`src/rtl/forward_hazard_unit.sv`:
```
// forward_hazard_unit: multi-port operand forwarding from prioritised sources,
// multiply/divide countdown interlock and saturating stall-cycle counter.
module forward_hazard_unit #(
   parameter int DATA_W   = 32,
   parameter int REG_AW   = 5,
   parameter int NUM_READ = 2,
   parameter int NUM_SRC  = 3,
   parameter int MD_CW    = 6,
   parameter int CNT_W    = 16
) (
   input  logic                         clk,
   input  logic                         reset,
   input  logic [NUM_READ-1:0]          rd_en,
   input  logic [NUM_READ*REG_AW-1:0]   rd_addr,
   input  logic [NUM_READ*DATA_W-1:0]   rd_orig,
   output logic [NUM_READ*DATA_W-1:0]   rd_value,
   input  logic [NUM_SRC-1:0]           src_valid,
   input  logic [NUM_SRC*REG_AW-1:0]    src_addr,
   input  logic [NUM_SRC*DATA_W-1:0]    src_value,
   input  logic                         md_start,
   input  logic [MD_CW-1:0]             md_cycles,
   input  logic                         md_use,
   input  logic                         flush,
   input  logic                         stat_clr,
   output logic                         stall,
   output logic                         md_busy,
   output logic [MD_CW-1:0]             md_remaining,
   output logic [CNT_W-1:0]             stall_count
);
   logic [NUM_READ-1:0] hazard;
   logic                md_hazard;
   genvar i;
   generate
      for (i = 0; i < NUM_READ; i++) begin : g_port
         logic [REG_AW-1:0] a;
         logic [DATA_W-1:0] v;
         logic              h;
         assign a = rd_addr[i*REG_AW +: REG_AW];
         // scan youngest-last so the lowest-index match overrides older ones
         always_comb begin
            v = rd_orig[i*DATA_W +: DATA_W];
            h = 1'b0;
            for (int j = NUM_SRC-1; j >= 0; j--)
               if (src_addr[j*REG_AW +: REG_AW] == a) begin
                  v = src_value[j*DATA_W +: DATA_W];
                  h = ~src_valid[j];
               end
            if (a == '0) begin
               v = '0;
               h = 1'b0;
            end
         end
         assign rd_value[i*DATA_W +: DATA_W] = v;
         assign hazard[i] = h & rd_en[i];
      end
   endgenerate
   assign md_busy   = |md_remaining;
   assign md_hazard = md_use & (md_busy | (md_start & |md_cycles));
   assign stall     = ~flush & (|hazard | md_hazard);
   always_ff @(posedge clk or negedge reset)
      if (!reset) md_remaining <= '0;
      else if (md_start) md_remaining <= md_cycles;
      else if (md_busy) md_remaining <= md_remaining - 1'b1;
   always_ff @(posedge clk or negedge reset)
      if (!reset) stall_count <= '0;
      else if (stat_clr) stall_count <= '0;
      else if (stall && !(&stall_count)) stall_count <= stall_count + 1'b1;
endmodule

```
`config.mk`:
```
export PLATFORM = sky130hd
export DESIGN_NAME = forward_hazard_unit
export DESIGN_NICKNAME = d
export VERILOG_FILES = /design/src/rtl/forward_hazard_unit.sv
export SDC_FILE = /design/constraint.sdc
export NUM_CORES = 1
export LEC_CHECK = 0
export CAP_MARGIN = 5
export CELL_PAD_IN_SITES_DETAIL_PLACEMENT = 1
export CELL_PAD_IN_SITES_GLOBAL_PLACEMENT = 1
export CORE_MARGIN = 4
export CORE_UTILIZATION = 22
export DETAILED_ROUTE_END_ITERATION = 8
export PLACE_DENSITY_LB_ADDON = 0.1
export SLEW_MARGIN = 20
export SYNTH_ARGS = -nofsm -noshare
export SYNTH_HDL_FRONTEND = slang
export SYNTH_SLANG_ARGS = --single-unit
```
`constraint.sdc`:
```
create_clock -name clk -period 3.7 [get_ports clk]
set_input_delay 1.11 -clock clk [delete_from_list [all_inputs] [get_ports clk]]
set_output_delay 1.11 -clock clk [all_outputs]
set_load 0.01 [all_outputs]
```
### Yosys cells after proc, flatten, opt, wreduce, memory -nomap -nowiden

Cells that the tools add are included.

| operators by class | value |
|---|---|
| add/sub/neg operators | 2 |
| equality and inequality tests | 6 |
| muxes and demuxes | 20 |
| bitwise logic cells | 11 |
| reduce and logical (&&, ||, !) cells | 10 |

Operators with widths:

| kind | count |
|---|---|
| $mux W32 | 8 |
| $mux W16 | 2 |
| $eq A5 B5 Y1 | 6 |
| $add A16 B1 Y16 const B | 1 |
| $reduce_and A16 Y1 | 1 |
| $mux W6 | 2 |
| $reduce_or A6 Y1 | 2 |
| $logic_not A5 Y1 | 2 |
| $mux W1 | 8 |
| $sub A6 B1 Y6 const B | 1 |
| $and A1 B1 Y1 | 5 |
| $not A1 Y1 | 4 |
| $reduce_bool A2 Y1 | 2 |
| $or A1 B1 Y1 | 2 |
| $reduce_or A2 Y1 | 1 |
| $logic_and A1 B1 Y1 | 1 |
| $logic_not A1 Y1 | 1 |

| storage, ports and cells | value |
|---|---|
| register bits | 22 |
| bits of input ports | 202 |
| output and inout port bits | 88 |
| word-level logic and storage cells | 51 |

### Depth between registers and ports, before layout

| depth | value |
|---|---|
| depth in word-level cells | 12 |
| depth in mapped cells | 10 |
| mapped depth without buffers | 9 |

### Worst setup path after synthesis

Ideal clock, no wire load.

| path | value |
|---|---|
| path type | input to output |
| from | input port src_addr[13] |
| to | output port rd_value[33] |
| arrival | 2561 ps |
| required time | 2590 ps |
| slack | 29 ps |
| cell stages on the path | 9 |
| buffers on the path | 2 |
| path through | xnor2_1 > nand3_1 > or2_2 > clkbuf_1 > buf_2 > mux2i_1 > a211oi_1 > a21oi_1 > nor2_1 |

| between the ends | value |
|---|---|
| word-level cells in the longest chain between the ends | 5 |

RTL lines:

| what | RTL line | text |
|---|---|---|
| from (decl) | 18 | `input logic [NUM_SRC*REG_AW-1:0] src_addr,` |
| $eq A5 B5 Y1 | 44 | `if (src_addr[j*REG_AW +: REG_AW] == a) begin` |
| $mux W32 (3 in series) | 44 |  |
| $mux W32 | 48 | `if (a == '0) begin` |
| to (decl) | 16 | `output logic [NUM_READ*DATA_W-1:0] rd_value,` |

No other way between the ends.

### Final worst setup path

| path | value |
|---|---|
| from | input port rd_addr[6] |
| to | output port rd_value[47] |

| between the ends | value |
|---|---|
| word-level cells in the longest chain between the ends | 5 |
| elaborated cells between the ends (all ways) | 8 |
| classes of those cells | eq/ne (3); mux (4); reduce/logical (1) |

RTL lines:

| what | RTL line | text |
|---|---|---|
| from (decl) | 14 | `input logic [NUM_READ*REG_AW-1:0] rd_addr,` |
| $eq A5 B5 Y1 | 44 |  |
| $mux W32 (3 in series) | 44 |  |
| $mux W32 * | 48 |  |

Mark *: on every way between the ends. The rest lies on a longest branch, timed or not.

==> key figures <==
GRT
  • First-pass GRT wire length: 37.9 mm
  • Pin count of the biggest net entering global routing: 23
  • Initial antenna violation count: 4
  • Vias in the first global route: between 6000 and 7000
  • Grt ovf: 0
  • Tot GR Track Use: 0.246

Floorplanning
  • I/O pins: 290
  • Die ar.: 19000 um^2
  • Initial Util: 0.224
  • Die width: around 140 um
  • DIE HEIGHT: between 100 and 150 um
  • Site Rows: between 40 and 50
  • Total core area: 16600 um^2

Route
  • M1 WL: about 9.4 mm
  • Vias per cell: 5.08
  • Detailed-routed wire length on met2: between 10 and 15 mm
  • Initial drt markers: 127
  • Total wire length: 25.0 mm
  • Vias post-DR: slightly below 6000
  • DRT antenna net count: 0
  • Metal3 WL: 1.53 mm
  • DR pass1 iterations: 4
  • Max layer used: met5
  • Wire per inst: around 22 um
  • Residual DRC count: 0

Synth
  • Syn_nets: about 760
  • Post-Syn Area: 3720 um^2
  • Netlist cell types: 39
  • EDFF count, synth: 0
  • Number of synthesis warnings: 0
  • FFs w/ async S/R, synth: 1.00
  • Seq/Total Area, Yosys: 0.148
  • Number of synthesized register bits: 22
  • Synth Instances: roughly 550
  • Mean Syn Cell Area: a little under 7 um^2
  • Most used DFF post-synth: dfrtp_1

Clock network
  • Clk Latency, worst-skew pair: 0.26 ns
  • Cts hold-fix bufs: 0
  • H-tree depth: 1
  • CTS sink cnt: 22
  • Reg clk slew, reported paths: about 0.06 ns
  • CTS tree: built
  • Bufs on Longest Clock Path: 2
  • Clock buffer count from CTS: 3
  • Clk Tree Root Cell: clkbuf_16

Cells and area
  • Layout cell share with drive strength beyond 1: 0.391
  • Most frequent cells in the layout: 196 x clkdlybuf4s50_1, 114 x nor2_1, 64 x buf_2
  • Fin nets: between 1000 and 1500
  • Area grow syn2layout: 149%
  • Commonest non-fill, non-tap cell in the layout: clkdlybuf4s50_1

Pwr
  • Pleak: between 4 and 5 nW
  • Peak VDD IR: roughly 0.17 mV
  • Power density cells: 171 nW/um^2
  • Total Power: ~1.6 mW

Place
  • GPL Wtd Cong: roughly 0.9
  • Post-DP HPWL: 17.7 mm
  • Pre-CTS WS: -1.12 ns
  • PortBufs: 289

Worst setup path
  • CP required: 2.59 ns
  • CP Class: in2out
  • CP endpoint kind: primary output
  • CP max FO: 5
  • Startpoint types: primary input
  • CP arrival: ~2.9 ns

Flow run
  • Number of max-cap violations: 0

STA
  • Worst rel slew slack: 0.574
  • Min Clock Period, post-route: approximately 4 ns
  • Actual slew at the worst max-slew pin: 0.637 ns
  • Hold Fails Final Rpt: 0
  • Tcrit/Tclk final: 1.09
  • TNS Setup: -14.13 ns
  • Fin Clk Skew: roughly 0.0024 ns
  • Fmax: between 200 and 250 MHz
  • Post-route setup slack: -0.346 ns
  • Setup Viol. Count Final: 65
  • Final max-slew violation count: 0
  • RSZ-0062 raised after global routing: yes

Min path
  • Worst min path class: reg2reg

Outcome
  • Status: complete, but fails checks
  • Violated checks: setup timing
## cell usage after synthesis (2+ instances only)
library cell / count / area share
nor4_1: 2 / 0.0034
xnor2_1: 25 / 0.059
dfrtp_1: 22 / 0.15
ha_1: 2 / 0.0067
nand3_1: 12 / 0.016
a21o_1: 3 / 0.0061
or3_1: 3 / 0.0050
xor2_1: 18 / 0.042
nand2_1: 13 / 0.013
buf_1: 8 / 0.0081
nor3_1: 10 / 0.013
a211oi_1: 65 / 0.13
and2_1: 2 / 0.0034
mux2i_1: 65 / 0.17
a21oi_1: 73 / 0.098
o21ai_0: 9 / 0.012
clkbuf_1: 28 / 0.028
nand4_1: 3 / 0.0050
nor3b_1: 2 / 0.0040
or4_1: 3 / 0.0061
o31ai_1: 3 / 0.0061
buf_2: 8 / 0.011
inv_1: 8 / 0.0081
nor2_1: 148 / 0.15
and3_1: 3 / 0.0050
## logic make-up after synthesis
kind of cell | share of synthesized area
simple gates | 0.246
compound gates | 0.266
mux | 0.175
buf+inv | 0.0572
xor+xnor | 0.101
flops | 0.148
fa+ha+maj | 0.00673
## power breakdown
group | leakage [nW] | switching, mW | total (mW) | internal, mW
logic | 3.75 | 0.469 | 1.06 | 0.590
clock network | 0.0442 | 0.0909 | 0.256 | 0.165
registers | 0.295 | 0.0145 | 0.267 | 0.253
total | 4.09 | 0.574 | 1.58 | 1.01
## critical path, cell delays in order
cell	delay, ns
buf_2	0.12
xnor2_1	0.23
nand3_1	0.15
or2_4	0.34
buf_12	0.15
buf_16	0.13
mux2i_1	0.15
a211oi_4	0.26
a21oi_1	0.07
nor2_1	0.10
buf_2	0.13
## metal layers
| metal | GRT usage | vias to the layer above |
|---|---|---|
| li1 | - | 2727 |
| met1 | 0.268 | 2812 |
| met2 | 0.459 | 238 |
| met3 | 0.0542 | 61 |
| met4 | 0.0983 | 4 |
| met5 | 0 | - |
## stage by stage
step	instances	hold WS, ns	util	instance area [um^2]
2_1_floorplan	552	0.583	-	3720
3_5_place_dp	1083	0.570	0.451	7470
3_3_place_gp	1083	0.545	0.451	7470
5_1_grt	1149	0.611	0.557	9240
6_report	1149	0.584	0.557	9240
4_1_cts	1138	0.588	0.534	8850
## registers in the layout (all words and copies together) (netlist names)
signal / cells
md_remaining: 6
stall_count: 16
## path summary, 6_finish.rpt
path | cells past startpoint | to | slack (ns) | start
worst min register to register | 2 | stall_count[1]$_DFFE_PN0P_ | 0.58 | stall_count[1]$_DFFE_PN0P_
min in group asynchronous | 2 | md_remaining[3]$_DFFE_PN0P_ | 1.21 | reset
max in group asynchronous | 2 | stall_count[2]$_DFFE_PN0P_ | 2.26 | reset
worst min-delay path | 2 | stall_count[1]$_DFFE_PN0P_ | 0.58 | stall_count[1]$_DFFE_PN0P_
worst max-delay path | 11 | rd_value[47] | -0.35 | rd_addr[6]
worst max register to register | 12 | stall_count[12]$_DFFE_PN0P_ | 1.18 | md_remaining[0]$_DFFE_PN0P_
## layout make-up
type | instances | area (um^2)
Fill cell | 1922 | 7340
Timing Repair Buffer | 416 | 4450
Multi-Input combinational cell | 477 | 3850
Sequential cell | 22 | 551
Tap cell | 220 | 275
Clock buffer | 4 | 88.8
Inverter | 8 | 30.0
Antenna cell | 2 | 5.00
## timing repair
action,in CTS,in global routing
pin swaps,108,39
gates resized for setup,553,65
cloned,15,3
buffers inserted,36,9
endpoints found under the setup margin,69,65
Power figures use the tool's default switching activity.
